--- config.mk ---
export PLATFORM = sky130hd
export DESIGN_NAME = l2_req_arbiter
export DESIGN_NICKNAME = d
export VERILOG_FILES = /design/src/rtl/cache_pkg.sv /design/src/rtl/l2_req_arbiter_rr_pick.sv /design/src/rtl/l2_req_arbiter.sv
export SDC_FILE = /design/constraint.sdc
export NUM_CORES = 1
export LEC_CHECK = 0
export CAP_MARGIN = 20
export CORE_ASPECT_RATIO = 1.2
export CORE_UTILIZATION = 39
export DETAILED_ROUTE_END_ITERATION = 10
export PLACE_DENSITY_LB_ADDON = 0.15
export SLEW_MARGIN = 40
export SYNTH_ARGS = -nofsm -noshare
export SYNTH_HDL_FRONTEND = slang
export SYNTH_SLANG_ARGS = --single-unit
--- constraint.sdc ---
create_clock -name clk -period 2.1 [get_ports clk]
set_clock_uncertainty 0.2 [all_clocks]
set_input_delay 0.42 -clock clk [delete_from_list [all_inputs] [get_ports clk]]
set_output_delay 0.42 -clock clk [all_outputs]
set_load 0.005 [all_outputs]
--- src/rtl/cache_pkg.sv ---
// cache_pkg: shared definitions for the L2 request arbiter.
//   ARB_IDLE/ARB_BUSY/ARB_GAP : arbiter state encoding
//   ARB_TIMEOUT_CYCLES        : default watchdog limit (used with L2_ARB_TIMEOUT_EN)
package cache_pkg;

  localparam logic [1:0] ARB_IDLE = 2'b00;
  localparam logic [1:0] ARB_BUSY = 2'b01;
  localparam logic [1:0] ARB_GAP  = 2'b10;

  localparam int unsigned ARB_TIMEOUT_CYCLES = 255;

  typedef enum logic [1:0] {
    ST_IDLE = ARB_IDLE,
    ST_BUSY = ARB_BUSY,
    ST_GAP  = ARB_GAP
  } arb_state_e;

endpackage

--- src/rtl/l2_req_arbiter_rr_pick.sv ---
// rr_pick: combinational round-robin selector.
//   pend_i  : pending requesters
//   ptr_i   : index with highest priority this round
//   idx_o   : first pending index at or after ptr_i (modulo NUM_REQ)
//   any_o   : at least one requester pending
module rr_pick #(
  parameter  int unsigned NUM_REQ = 2,
  localparam int unsigned IDX_W   = $clog2(NUM_REQ)
) (
  input  logic [NUM_REQ-1:0] pend_i,
  input  logic [IDX_W-1:0]   ptr_i,
  output logic [IDX_W-1:0]   idx_o,
  output logic               any_o
);

  logic [IDX_W:0] cand;

  // Walk from the farthest offset down to offset 0 so the candidate
  // closest to ptr_i is the last (winning) assignment.
  always_comb begin
    idx_o = '0;
    any_o = 1'b0;
    cand  = '0;
    for (int k = NUM_REQ - 1; k >= 0; k--) begin
      cand = {1'b0, ptr_i} + (IDX_W+1)'(k);
      if (cand >= (IDX_W+1)'(NUM_REQ)) begin
        cand = cand - (IDX_W+1)'(NUM_REQ);
      end
      if (pend_i[cand[IDX_W-1:0]]) begin
        idx_o = cand[IDX_W-1:0];
        any_o = 1'b1;
      end
    end
  end

endmodule

--- src/rtl/l2_req_arbiter.sv ---
// l2_req_arbiter: round-robin sharing of one L2 port between NUM_REQ L1 requesters.
// One transaction at a time; L2 command held stable until l2_ready_i, response
// routed back to the granted requester, then one quiet GAP cycle.
// Optional feature macro: L2_ARB_TIMEOUT_EN (BUSY watchdog, raises req_err_o).
// Ports:
//   clk, rst_n       : clock, async active-low reset
//   req_addr_i       : NUM_REQ packed addresses, requester i at [i*ADDR_WIDTH +: ADDR_WIDTH]
//   req_wdata_i      : NUM_REQ packed write data
//   req_read_i/write : per-requester command levels
//   req_ready_o      : one-cycle completion pulse to granted requester
//   req_hit_o        : L2 hit flag, valid with req_ready_o
//   req_rdata_o      : read data broadcast, valid with req_ready_o
//   req_err_o        : timeout pulse (0 unless L2_ARB_TIMEOUT_EN)
//   l2_*_o           : command to L2; l2_*_i : L2 response
//
// state | meaning
// IDLE  | pick next pending requester, latch its command
// BUSY  | command driven to L2, waiting for l2_ready_i
// GAP   | one cycle without command so L2 returns to idle
module l2_req_arbiter
  import cache_pkg::*;
#(
  parameter int unsigned NUM_REQ        = 2,
  parameter int unsigned ADDR_WIDTH     = 32,
  parameter int unsigned DATA_WIDTH     = 32,
  parameter int unsigned TIMEOUT_CYCLES = ARB_TIMEOUT_CYCLES
) (
  input  logic                          clk,
  input  logic                          rst_n,
  input  logic [NUM_REQ*ADDR_WIDTH-1:0] req_addr_i,
  input  logic [NUM_REQ*DATA_WIDTH-1:0] req_wdata_i,
  input  logic [NUM_REQ-1:0]            req_read_i,
  input  logic [NUM_REQ-1:0]            req_write_i,
  output logic [NUM_REQ-1:0]            req_ready_o,
  output logic [NUM_REQ-1:0]            req_hit_o,
  output logic [DATA_WIDTH-1:0]         req_rdata_o,
  output logic [NUM_REQ-1:0]            req_err_o,
  output logic [ADDR_WIDTH-1:0]         l2_addr_o,
  output logic [DATA_WIDTH-1:0]         l2_wdata_o,
  output logic                          l2_read_o,
  output logic                          l2_write_o,
  input  logic [DATA_WIDTH-1:0]         l2_rdata_i,
  input  logic                          l2_ready_i,
  input  logic                          l2_hit_i
);

  localparam int unsigned IDX_W = $clog2(NUM_REQ);

  if (NUM_REQ < 2 || NUM_REQ > 8) begin : g_bad_num_req
    $error("l2_req_arbiter: NUM_REQ must be 2..8");
  end
  if (TIMEOUT_CYCLES < 1) begin : g_bad_timeout
    $error("l2_req_arbiter: TIMEOUT_CYCLES must be at least 1");
  end

  arb_state_e              state_q, state_d;
  logic [IDX_W-1:0]        grant_q, grant_d, rr_ptr_q, rr_ptr_d, rr_next;
  logic [ADDR_WIDTH-1:0]   addr_q, addr_d, addr_sel;
  logic [DATA_WIDTH-1:0]   wdata_q, wdata_d, wdata_sel, rdata_q, rdata_d;
  logic                    rd_q, rd_d, wr_q, wr_d, rd_sel, wr_sel;
  logic [NUM_REQ-1:0]      rdy_q, rdy_d, hit_q, hit_d, grant_oh, pend;
  logic [IDX_W-1:0]        pick_idx;
  logic                    pick_any;

  assign pend = req_read_i | req_write_i;

  rr_pick #(.NUM_REQ(NUM_REQ)) u_rr_pick (
    .pend_i (pend),
    .ptr_i  (rr_ptr_q),
    .idx_o  (pick_idx),
    .any_o  (pick_any)
  );

  // Mux the picked requester's command and decode the held grant to one-hot.
  always_comb begin
    addr_sel  = '0;
    wdata_sel = '0;
    rd_sel    = 1'b0;
    wr_sel    = 1'b0;
    grant_oh  = '0;
    for (int i = 0; i < NUM_REQ; i++) begin
      if (pick_idx == IDX_W'(i)) begin
        addr_sel  = req_addr_i[i*ADDR_WIDTH +: ADDR_WIDTH];
        wdata_sel = req_wdata_i[i*DATA_WIDTH +: DATA_WIDTH];
        rd_sel    = req_read_i[i];
        wr_sel    = req_write_i[i];
      end
      if (grant_q == IDX_W'(i)) begin
        grant_oh[i] = 1'b1;
      end
    end
  end

  assign rr_next = (grant_q == IDX_W'(NUM_REQ - 1)) ? '0 : grant_q + 1'b1;

`ifdef L2_ARB_TIMEOUT_EN
  localparam int unsigned CNT_W = $clog2(TIMEOUT_CYCLES + 1);
  logic [CNT_W-1:0]   cnt_q, cnt_d;
  logic [NUM_REQ-1:0] err_q, err_d;
  assign req_err_o = err_q;
`else
  assign req_err_o = '0;
`endif

  always_comb begin
    state_d  = state_q;
    grant_d  = grant_q;
    rr_ptr_d = rr_ptr_q;
    addr_d   = addr_q;
    wdata_d  = wdata_q;
    rdata_d  = rdata_q;
    rd_d     = rd_q;
    wr_d     = wr_q;
    rdy_d    = '0;
    hit_d    = '0;
`ifdef L2_ARB_TIMEOUT_EN
    cnt_d    = cnt_q;
    err_d    = '0;
`endif
    case (state_q)
      ST_IDLE: begin
        if (pick_any) begin
          grant_d = pick_idx;
          addr_d  = addr_sel;
          wdata_d = wdata_sel;
          // write wins when both levels are high
          wr_d    = wr_sel;
          rd_d    = rd_sel & ~wr_sel;
`ifdef L2_ARB_TIMEOUT_EN
          cnt_d   = '0;
`endif
          state_d = ST_BUSY;
        end
      end
      ST_BUSY: begin
`ifdef L2_ARB_TIMEOUT_EN
        cnt_d = cnt_q + 1'b1;
`endif
        if (l2_ready_i) begin
          rdata_d  = l2_rdata_i;
          hit_d    = grant_oh & {NUM_REQ{l2_hit_i}};
          rdy_d    = grant_oh;
          rd_d     = 1'b0;
          wr_d     = 1'b0;
          rr_ptr_d = rr_next;
          state_d  = ST_GAP;
        end
`ifdef L2_ARB_TIMEOUT_EN
        else if (cnt_q == CNT_W'(TIMEOUT_CYCLES - 1)) begin
          err_d    = grant_oh;
          rd_d     = 1'b0;
          wr_d     = 1'b0;
          rr_ptr_d = rr_next;
          state_d  = ST_GAP;
        end
`endif
      end
      ST_GAP:  state_d = ST_IDLE;
      default: state_d = ST_IDLE;
    endcase
  end

  always_ff @(posedge clk or negedge rst_n) begin
    if (!rst_n) begin
      state_q  <= ST_IDLE;
      grant_q  <= '0;
      rr_ptr_q <= '0;
      addr_q   <= '0;
      wdata_q  <= '0;
      rdata_q  <= '0;
      rd_q     <= 1'b0;
      wr_q     <= 1'b0;
      rdy_q    <= '0;
      hit_q    <= '0;
`ifdef L2_ARB_TIMEOUT_EN
      cnt_q    <= '0;
      err_q    <= '0;
`endif
    end else begin
      state_q  <= state_d;
      grant_q  <= grant_d;
      rr_ptr_q <= rr_ptr_d;
      addr_q   <= addr_d;
      wdata_q  <= wdata_d;
      rdata_q  <= rdata_d;
      rd_q     <= rd_d;
      wr_q     <= wr_d;
      rdy_q    <= rdy_d;
      hit_q    <= hit_d;
`ifdef L2_ARB_TIMEOUT_EN
      cnt_q    <= cnt_d;
      err_q    <= err_d;
`endif
    end
  end

  assign l2_addr_o   = addr_q;
  assign l2_wdata_o  = wdata_q;
  assign l2_read_o   = rd_q;
  assign l2_write_o  = wr_q;
  assign req_ready_o = rdy_q;
  assign req_hit_o   = hit_q;
  assign req_rdata_o = rdata_q;

endmodule

==> results.json <==
{
  "place_ws_ns": -0.4203,
  "synth_seq_area_share_pct": 53.23,
  "cp.required_ns": 2.16,
  "insertion_delay_ns": 0.34,
  "worst_setup_path_end_kind": "flop",
  "startpoint_type": "input port",
  "layout_common_cells": "clkdlybuf4s50_1, dfrtp_1, nand2_1",
  "ir_worst_vdd_mv": 0.6526,
  "fillers": 975,
  "finalSetupViolations": 0,
  "synth_area_leaders": "dfrtp_1, nand3b_1, a31oi_1",
  "antenna_cells": 0,
  "num-nets-final": 962,
  "drtIter0Drc": 286,
  "clk_pin_slew_ns": 0.07,
  "root_buffer": "clkbuf_16",
  "synth_top_area_share_pct": 53.23,
  "cpLargestDelayFamily": "simple AND/OR/NAND/NOR gates",
  "die_y_um": 125.8,
  "grt_max_degree": 61,
  "hold_viol": 0,
  "drive_gt1_share_pct": 6.383,
  "synth.avg_cell_area_um2": 9.195,
  "yosysTopAreaCell": "dfrtp_1",
  "grt_pass1_wl_um": 27010,
  "cts_buffer_depth": 2,
  "dieWidth_um": 105.2,
  "max_cap_violations": 0,
  "crit_path_top_delay_cell": "or4_4",
  "htree_levels": 3,
  "path_depth": 5,
  "multi_input_area_um2": 2078,
  "grt_util_met1_pct": 30.88,
  "synth_area_um2": 4984,
  "hold_class": "in -> async",
  "mostFrequentLayoutCell": "clkdlybuf4s50_1",
  "synth_cell_types": 26,
  "power_mw": 10.50,
  "cts_tree": "yes",
  "register_area_um2": 2653,
  "timing.final.crit_share_pct": 92.57,
  "grt.overflow.total": 0,
  "dieArea_um2": 13240,
  "grt_use_met2_pct": 43.58,
  "place_congestion": 0.8325,
  "maxSlewViolCount": 0,
  "clkSinkCount": 106,
  "drt-pass1-iter-count": 5,
  "ios": 272,
  "max_freq_mhz": 514.4,
  "grt_usage_pct": 25.70,
  "dr_total_vias": 5150,
  "start_util_pct": 40.59,
  "post_cts_buffers": 0,
  "power_per_cell_area_nw_per_um2": 1271,
  "crit_type": "in -> reg",
  "critPathMaxStageDelay_ns": 0.59,
  "antenna_found_initial": 0,
  "outcome": "finished clean",
  "reg2regPathDepth": 4,
  "cts_buffers": 9,
  "vias_per_cell": 5.365,
  "grt_pass1_vias": 5284,
  "ant_nets": 0,
  "area_delta_synth_final_pct": 65.75,
  "wl_per_cell_um": 17.34,
  "gr-max-usage-layer": "met2",
  "wl_um": 16650,
  "synth_cells": 542,
  "period_needed_ns": 1.944,
  "synth-seq-cells": 106,
  "core_area_um2": 12280,
  "yosys_warnings": 0,
  "use_met3_pct": 7.609,
  "dp_hpwl_um": 11960,
  "layout_setup_ws_ns": 0.1560,
  "io_buffers": 269,
  "drc": 0,
  "worst-path-buf-inv": 2,
  "cp_max_fo": 36,
  "rsz0062_at_grt": "no",
  "critical_path_arrival_ns": 2.00,
  "path_cells": "clkdlybuf4s50_1, or4_4, and2_4, buf_12, a31oi_1",
  "num_rows": 44,
  "whs_ns": 0.2719,
  "p_leak_nw": 3.358
}
-- report_power, final --
group          switching, mW  internal (mW)  total, mW  leakage (nW)
Combinational           2.26           2.94       5.20          1.97
Sequential             0.567           3.05       3.61          1.24
Clock                  0.742          0.935       1.68         0.148
-- per-stage QoR --
| step | TNS (ns) | instance area, um2 | utilization (%) | std cells |
|---|---|---|---|---|
| after global routing | 0 | 8260 | 67.29 | 960 |
| final | 0 | 8260 | 67.29 | 960 |
| after detailed placement | -25.08 | 7938 | 64.66 | 943 |
| after global placement | -22.74 | 7938 | 64.66 | 943 |
| after CTS | 0 | 8260 | 67.29 | 960 |
| after floorplan | 0 | 4987 | - | 543 |
-- kinds of logic (layout without fill, tap and decap cells) --
logic type             count (synthesis)  in the layout  synth area share (%)
flip-flops                           106            106                 53.23
other                                  1              2               0.07525
AND/OR/NAND/NOR                      177            177                 18.65
AO/OA/AOI/OAI                        198            198                 21.82
multiplexers                           2              2                0.4268
buffers and inverters                 58            314                 5.800
-- layout make-up --
| cell class | count | area share, % |
|---|---|---|
| clock buffer | 13 | 3.393 |
| inverter | 1 | 0.04544 |
| timing repair buffer | 297 | 36.59 |
| clock inverter | 3 | 0.2575 |
| sequential | 106 | 32.11 |
| tap | 161 | 2.439 |
| multi-input combinational | 379 | 25.16 |
-- flip-flops by register name, summed over array words and instances, names as in the netlist --
register and flops:
req_rdata_o 32, grant_q 1, l2_read_o 1, l2_write_o 1
req_ready_o 2, l2_addr_o 32, req_hit_o 2, state_q 2
rr_ptr_q 1, l2_wdata_o 32
-- synth_stat cells, drive strengths merged --
cell     count
a21boi       1
a21o         1
a21oi       64
a2bb2oi      1
a31oi       64
and2         4
and3         1
buf         18
clkbuf      39
clkinv       1
conb         1
dfrtp      106
mux2         1
mux2i        1
nand2       98
nand2b       1
nand3b      65
nor2         6
nor4         1
o21ai       65
o21ba        1
o21bai       1
or4          1
-- per-layer routing --
layer,wire [um],share of wire [%],up-vias
met4,312,1.9,0
li1,-,-,2424
met1,6428,39,2492
met3,1438,8.6,18
met2,8471,51,216
met5,0,0,-
-- final timing paths --
kind,start,endpoint,slack [ns]
setup reg to reg,rr_ptr_q,l2_wdata_o[0],0.44
min in group clk,req_rdata_o[17],req_rdata_o[17],0.28
hold / removal,rst_n,l2_wdata_o[27],0.27
max in group asynchronous,rst_n,req_rdata_o[29],0.89
setup / recovery,req_write_i[1],l2_wdata_o[0],0.16
hold reg to reg,req_rdata_o[17],req_rdata_o[17],0.28
-- what timing repair did --
item	4_1_cts	5_1_grt
hold endpoints to repair	11	0
setup endpoints to repair	61	0
gates resized for setup	4	0
hold buffers	1	0
(Power assumes the default switching activity.)
